===== config.mk =====
export PLATFORM = sky130hd
export DESIGN_NAME = ssd_scan_decoder
export DESIGN_NICKNAME = d
export VERILOG_FILES = /design/src/rtl/ssd_scan_decoder.sv
export SDC_FILE = /design/constraint.sdc
export NUM_CORES = 1
export LEC_CHECK = 0
export ABC_AREA = 1
export CAP_MARGIN = 40
export CORE_MARGIN = 2
export CORE_UTILIZATION = 49
export DETAILED_ROUTE_END_ITERATION = 10
export PLACE_DENSITY_LB_ADDON = 0.3
export RECOVER_POWER = 100
export SLEW_MARGIN = 25
export SYNTH_ARGS = -nofsm -noshare
export SYNTH_HDL_FRONTEND = slang
export SYNTH_SLANG_ARGS = --single-unit

===== constraint.sdc =====
create_clock -name i_clk -period 1.7 [get_ports i_clk]
set_input_delay 0.34 -clock i_clk [delete_from_list [all_inputs] [get_ports i_clk]]
set_output_delay 0.34 -clock i_clk [all_outputs]
set_load 0.01 [all_outputs]

===== src/rtl/ssd_scan_decoder.sv =====
// Seven-segment scan decoder: samples the multiplexed anode/segment buses and
// rebuilds each digit's hex value once the display has dwelled long enough.
module ssd_scan_decoder #(
   parameter int N_DIGITS      = 8,
   parameter int SETTLE_CYCLES = 16
) (
   input  logic                  i_clk,
   input  logic                  i_rstn,
   input  logic [N_DIGITS-1:0]   i_an,
   input  logic [6:0]            i_seg,
   output logic [4*N_DIGITS-1:0] o_digits,
   output logic [N_DIGITS-1:0]   o_digit_valid,
   output logic [N_DIGITS-1:0]   o_seg_err,
   output logic                  o_frame_done,
   output logic                  o_an_err
);
   localparam int CW = $clog2(SETTLE_CYCLES);
   localparam logic [CW-1:0] CNT_MAX = CW'(SETTLE_CYCLES - 1);

   typedef enum logic [1:0] {ST_IDLE, ST_SETTLE, ST_HOLD, ST_MULTI} state_t;

   logic [N_DIGITS-1:0]   r_an_s1, r_an_s2, r_an_prev;
   logic [6:0]            r_seg_s1, r_seg_s2, r_seg_prev;
   logic [CW-1:0]         r_cnt;
   state_t                r_state, w_state_nxt;
   logic [N_DIGITS-1:0]   r_mask;
   logic [4*N_DIGITS-1:0] r_digits;
   logic [N_DIGITS-1:0]   r_valid, r_err;
   logic                  r_frame_done, r_an_err;

   logic [N_DIGITS-1:0]   w_inv;
   logic                  w_none, w_multi, w_one, w_changed;
   logic                  w_capture, w_an_err_set;
   logic [4:0]            w_dec;

   function automatic logic [4:0] f_decode(input logic [6:0] s);
      case (s)
         7'h40: f_decode = 5'h10;  7'h79: f_decode = 5'h11;
         7'h24: f_decode = 5'h12;  7'h30: f_decode = 5'h13;
         7'h19: f_decode = 5'h14;  7'h12: f_decode = 5'h15;
         7'h02: f_decode = 5'h16;  7'h78: f_decode = 5'h17;
         7'h00: f_decode = 5'h18;  7'h10: f_decode = 5'h19;
         7'h08: f_decode = 5'h1A;  7'h03: f_decode = 5'h1B;
         7'h46: f_decode = 5'h1C;  7'h21: f_decode = 5'h1D;
         7'h06: f_decode = 5'h1E;  7'h0E: f_decode = 5'h1F;
         default: f_decode = 5'h00;
      endcase
   endfunction

   // Synchronizers reset to the bus idle level so reset never looks like MULTI.
   always_ff @(posedge i_clk or negedge i_rstn) begin
      if (!i_rstn) begin
         r_an_s1    <= '1;
         r_an_s2    <= '1;
         r_an_prev  <= '1;
         r_seg_s1   <= '1;
         r_seg_s2   <= '1;
         r_seg_prev <= '1;
         r_cnt      <= '0;
      end else begin
         r_an_s1    <= i_an;
         r_an_s2    <= r_an_s1;
         r_an_prev  <= r_an_s2;
         r_seg_s1   <= i_seg;
         r_seg_s2   <= r_seg_s1;
         r_seg_prev <= r_seg_s2;
         if (w_changed)           r_cnt <= '0;
         else if (r_cnt != CNT_MAX) r_cnt <= r_cnt + CW'(1);
      end
   end

   assign w_inv     = ~r_an_s2;
   assign w_none    = (w_inv == '0);
   assign w_multi   = !w_none && ((w_inv & (w_inv - N_DIGITS'(1))) != '0);
   assign w_one     = !w_none && !w_multi;
   assign w_changed = ({r_an_s2, r_seg_s2} != {r_an_prev, r_seg_prev});
   assign w_dec     = f_decode(r_seg_s2);

   always_ff @(posedge i_clk or negedge i_rstn) begin
      if (!i_rstn) r_state <= ST_IDLE;
      else         r_state <= w_state_nxt;
   end

   always_comb begin
      w_state_nxt = r_state;
      if (w_none)         w_state_nxt = ST_IDLE;
      else if (w_multi)   w_state_nxt = ST_MULTI;
      else if (w_changed) w_state_nxt = ST_SETTLE;
      else begin
         case (r_state)
            ST_IDLE, ST_MULTI: w_state_nxt = ST_SETTLE;
            ST_SETTLE:         if (r_cnt == CNT_MAX) w_state_nxt = ST_HOLD;
            default:           w_state_nxt = r_state;
         endcase
      end
   end

   // HOLD is the "already captured" marker: one capture per stable dwell.
   always_comb begin
      w_capture    = (r_state == ST_SETTLE) && w_one && !w_changed && (r_cnt == CNT_MAX);
      w_an_err_set = w_multi && (r_state != ST_MULTI);
   end

   always_ff @(posedge i_clk or negedge i_rstn) begin
      if (!i_rstn) begin
         r_mask       <= '0;
         r_digits     <= '0;
         r_valid      <= '0;
         r_err        <= '0;
         r_frame_done <= 1'b0;
         r_an_err     <= 1'b0;
      end else begin
         r_frame_done <= &r_mask;
         r_an_err     <= w_an_err_set;
         r_mask       <= ((&r_mask) ? '0 : r_mask) | (w_capture ? w_inv : '0);
         if (w_capture) begin
            for (int i = 0; i < N_DIGITS; i++) begin
               if (w_inv[i]) begin
                  if (w_dec[4]) begin
                     r_digits[4*i +: 4] <= w_dec[3:0];
                     r_valid[i]         <= 1'b1;
                     r_err[i]           <= 1'b0;
                  end else begin
                     r_err[i] <= 1'b1;
                  end
               end
            end
         end
      end
   end

   assign o_digits      = r_digits;
   assign o_digit_valid = r_valid;
   assign o_seg_err     = r_err;
   assign o_frame_done  = r_frame_done;
   assign o_an_err      = r_an_err;
endmodule


# ---- After elaboration in Yosys (flattened, before gate mapping)
# Index checks and enable logic that the tools add are counted.
dict set report word_totals {
  reg_bits 109
  inputBits 17
  out_inout_bits 50
  elab_cells 107
}
dict set report op_classes {
  n_addsub 2
  n_eq_ne 22
  mux 11
  bitwise 3
  n_reduce_logical 34
}
# operator n
set op_table {}
lappend op_table {{case mux 5 bit (16 select lines)} 1}
lappend op_table {{equality test 7 bit, second input constant} 4}
lappend op_table {{AND reduction 3 bit} 8}
lappend op_table {{equality test 7 x 5 -> 1 bit, second input constant} 3}
lappend op_table {{equality test 7 x 6 -> 1 bit, second input constant} 3}
lappend op_table {{AND reduction 2 bit} 9}
lappend op_table {{two-way mux 8 bit} 2}
lappend op_table {{!= test 15 bit} 1}
lappend op_table {{equality test 7 x 2 -> 1 bit, second input constant} 2}
lappend op_table {{equality test 7 x 4 -> 1 bit, second input constant} 2}
lappend op_table {{bitwise AND 8 bit} 1}
lappend op_table {{zero test 8 bit} 1}
lappend op_table {{two-way mux 2 bit} 4}
lappend op_table {{two-way mux 4 bit} 2}
lappend op_table {{inverter 8 bit} 1}
lappend op_table {{bitwise OR 8 bit} 1}
lappend op_table {{AND reduction 8 bit} 1}
lappend op_table {{nonzero test 8 bit} 1}
lappend op_table {{subtractor 8 x 1 -> 8 bit, second input constant} 1}
lappend op_table {{equality test 7 x 3 -> 1 bit, second input constant} 1}
lappend op_table {{zero test 7 bit} 1}
lappend op_table {{logical AND 1 bit} 6}
lappend op_table {{!= test 5 bit, second input constant} 1}
lappend op_table {{nonzero test 5 bit} 1}
lappend op_table {{12 further kinds} 14}

# ---- Logic depth before layout (Yosys ltp)
dict set report logic_depth {
  word_depth 12
  mapped_depth 13
  mapped_depth_nobuf 12
}

# ---- Least setup slack after synthesis
# OpenSTA, ideal clock, no wires.
dict set report synth_timing {
  kind {reg-to-reg}
  start {reg r_an_s2[1]}
  end {reg r_digits[0] (netlist: o_digits[0])}
  setup_time_ps 120
  arrival_ps 1684
  t_required_ps 1580
  setup_slack_ps -104
  stages_incl_launch_ff 12
  path_buffers 0
  synth_period_minus_slack_ps 1804
  cell_sequence {dfstp_2 > nand2_1 > nor2_1 > nand2_1 > nand2_1 > inv_1 > nor2_1 > nand3_1 > nor2_4 > nand4_2 > nand2_1 > nand2_1}
}
dict set report synth_between {
  elab_chain_len 11
  word_cells_on_any_way 15
  classes_between {add/sub (1); eq/ne (1); bitwise (2); reduce/logical (11)}
}
# element line
set synth_lines {}
lappend synth_lines {{start: declaration} 22} ;# logic [N_DIGITS-1:0] r_an_s1, r_an_s2, r_an_prev;
lappend synth_lines {{start signal: assignment} 62} ;# r_an_s2 <= r_an_s1;
lappend synth_lines {{inverter 8 bit} 72} ;# assign w_inv = ~r_an_s2;
lappend synth_lines {{subtractor 8 x 1 -> 8 bit} 74} ;# assign w_multi = !w_none && ((w_inv & (w_inv - N_DIGITS'(1))) != '0);
lappend synth_lines {{bitwise AND 8 bit} 74}
lappend synth_lines {{nonzero test 8 bit} 74}
lappend synth_lines {{logical AND 1 bit} 74}
lappend synth_lines {{zero test 1 bit} 75} ;# assign w_one = !w_none && !w_multi;
lappend synth_lines {{logical AND 1 bit} 75}
lappend synth_lines {{logical AND 1 bit} 100} ;# w_capture = (r_state == ST_SETTLE) && w_one && !w_changed && (r_cnt == CNT_MAX);
lappend synth_lines {{logical AND 1 bit (*) (2 in series)} 100}
lappend synth_lines {{AND reduction 3 bit (no line) (*)} -}
lappend synth_lines {{end signal: indexed assignment} 120} ;# r_digits[4*i +: 4] <= w_dec[3:0];
lappend synth_lines {{end: declaration} 27} ;# logic [4*N_DIGITS-1:0] r_digits;
# Mark *: on every way between the ends. The rest lies on a longest branch, timed or not.
# A chain may end at the register's enable or synchronous reset.

# ---- Worst setup path after layout
dict set report layout_timing {
  start {reg r_an_s2[5]}
  end {reg r_digits[9] (netlist: o_digits[9])}
}
# Same word-level chain as after synthesis.

==> results_dict.tcl <==
set metrics [dict create \
    cts_buffers 9 \
    violations "setup timing" \
    worstMarginPinSlew_ns 1.39 \
    vias 3841 \
    fp.coreArea_sq_um 9110 \
    startpoint_type "flop" \
    regArea_sq_um 2780 \
    yosys_warnings 0 \
    power.leakage_uw 0.00336 \
    viasPerCell 4.99 \
    start_util_pct 50.0 \
    path_delay_family "simple AND/OR/NAND/NOR gates" \
    cp_data_required_time_ns 2.01 \
    n_antenna_cell 0 \
    finalCritPeriodShare_pct 119 \
    critical_path_class "flop to flop" \
    synth_edf_count 0 \
    cts-root-buf "clkbuf_8" \
    crit_chain "nand2_1 > nor2_1 > nand2_2 > nand2_2 > nand4_1 > nor2_4 > nand3_4 > nor2_2 > nand3_1 > nand2_1" \
    worst_slack_ns -0.315 \
    final_nets 674 \
    postSynthAreaPerCell_sq_um 8.94 \
    syn_inst 509 \
    hold_violations 0 \
    dp_hpwl_um 7260 \
    grt_pass1_vias 3946 \
    r2r_cells 10 \
    clock-sinks 109 \
    syn_nets 529 \
    rsz0062_at_grt "true" \
    power_density_nw_per_um2 712 \
    cap_violations 0 \
    relSlewSlack_pct 7.04 \
    clockBufferDepth 2 \
    hp-class "flop to flop" \
    clock_latency_ns 0.37 \
    wire_per_inst_um 14.1 \
    cp_num_cells 10 \
    grt_max_degree 110 \
    wl_um 10900 \
    die_h_um 100 \
    finClkSkew_ns 0.0149 \
    min_period_ns 2.01 \
    num_io_pins 67 \
    dieArea_sq_um 10100 \
    postRouteAntennaNets 0 \
    setup_tns_ns -13.58 \
    synth_area_sq_um 4550 \
    mostFrequentLayoutCells "nand2_1, dfrtp_1, inv_1" \
    final_common_cell "nand2_1" \
    place.gp.congestion 0.946 \
    drive_gt1_share_pct 34.4 \
    async_flop_share_pct 100 \
    cts.clk_slew.worst_paths_ns 0.09 \
    areaGrowthSynthToFinish_pct 44.0 \
    firstDrtPassIters 5 \
    critPathMaxStageDelay_ns 0.59 \
    track_usage_pct 22.8 \
    cts_tree "yes" \
    grt_pass1_wl_um 18100 \
    whs_ns 0.357 \
    critPathMaxFanout 7 \
    max-vdd-ir-drop_mv 0.461 \
    io_buffers 66 \
    holdPathStages 0 \
    ys.flop_type "dfrtp_1" \
    timing.critical_path.buf_inv 0 \
    grt_antenna_before_repair 0 \
    htreeDepth 3 \
    fill_cells 656 \
    ys_seq_elements 109 \
    die-width_um 100 \
    ys_seq_area_share_pct 61.2 \
    drt-initial-drc-count 211 \
    grt-ovfl-total 0 \
    slowest_stage "dfstp_2" \
    cp_data_arrival_time_ns 2.32 \
    crit_path_end_kind "flop" \
    status "complete, but fails checks" \
    hold_buffers 0 \
    drc 0 \
    finalSetupViolations 62 \
    timing.final.max_slew_violations 0 \
    multi_input_area_sq_um 1880 \
    ys_types 25 \
    power_uw 4670 \
    num_rows 35 \
    fmax_mhz 496 \
]
==> what timing repair did <==
item,4_1_cts,5_1_grt
setup buffers,9,8
cloned,1,0
endpoints found under the hold margin,0,0
pin swaps,16,22
resized for setup,51,58
setup endpoints to repair,59,63
==> metrics by stage <==
step           cells  worst slack, ns  cell area, sq um  utilization [%]
2_1_floorplan    509          -0.0848              4600                -
3_3_place_gp     738           -0.250              5830             64.0
3_5_place_dp     738           -0.334              5830             64.0
4_1_cts          762           -0.237              6320             69.4
5_1_grt          770           -0.441              6560             72.0
6_report         770           -0.315              6560             72.0
==> kinds of logic (layout without fill, tap and decap cells) <==
group / count (synthesis) / in the layout / synth area share [%]
simple gates: 307 / 308 / 29.5
flops: 109 / 109 / 61.2
buf+inv: 75 / 224 / 6.57
compound gates: 13 / 13 / 1.54
fa+ha+maj: 3 / 3 / 0.825
xor+xnor: 2 / 2 / 0.385
==> where the power goes <==
group	internal, uW	switching [uW]
Sequential	2690	39.2
Clock	690	854
Combinational	159	232
Total	3540	1130
==> worst register-to-register path: cells and delay by family, from the launching register on <==
kind | cells | cell delay [ns]
DFF | 1 | 0.59
and+or+nand+nor | 10 | 1.38
==> flip-flops by register name, indices dropped and copies added, names as in the netlist <==
signal / count
o_digits: 32
o_digit_valid: 8
o_seg_err: 8
r_an_prev: 8
r_an_s1: 8
r_an_s2: 8
r_mask: 8
r_seg_prev: 7
r_seg_s1: 7
r_seg_s2: 7
r_cnt: 4
r_state: 2
o_an_err: 1
o_frame_done: 1
==> worst paths after layout <==
path                                     to       start  slack, ns
max reg2reg                     o_digits[9]  r_an_s2[5]      -0.31
min                              r_an_s2[0]  r_an_s1[0]       0.36
max in group asynchronous       o_digits[8]      i_rstn       0.42
min reg2reg                      r_an_s2[0]  r_an_s1[0]       0.36
min in group asynchronous  o_digit_valid[6]      i_rstn       0.39
max                             o_digits[9]  r_an_s2[5]      -0.31
==> metal layers <==
layer / track usage [%] / routed length, um
met5: 0 / 0
met4: 8.01 / 264
met2: 39.9 / 5670
met3: 3.41 / 388
met1: 29.0 / 4560
==> Yosys cell counts (all sizes together), types with 3 or more instances <==
master / number / share of area [%]
dfstp: 45 / 26
a21oi: 3 / 0.33
ha: 3 / 0.82
buf: 5 / 0.80
nand4: 18 / 3.4
inv: 69 / 5.7
nand2: 194 / 16
nor2: 47 / 4.3
nor3: 7 / 0.88
o21ai: 8 / 0.88
dfrtp: 64 / 35
nand3: 40 / 4.8
==> area by class of cell <==
cell class,instances,area share (%)
flip-flops and latches,109,42.5
multi-input cells,326,28.7
clock inverters,5,0.897
repair buffers,138,19.8
clock buffers,11,2.00
inverters,70,4.05
well taps,111,2.12
Power figures use the tool's default switching activity.
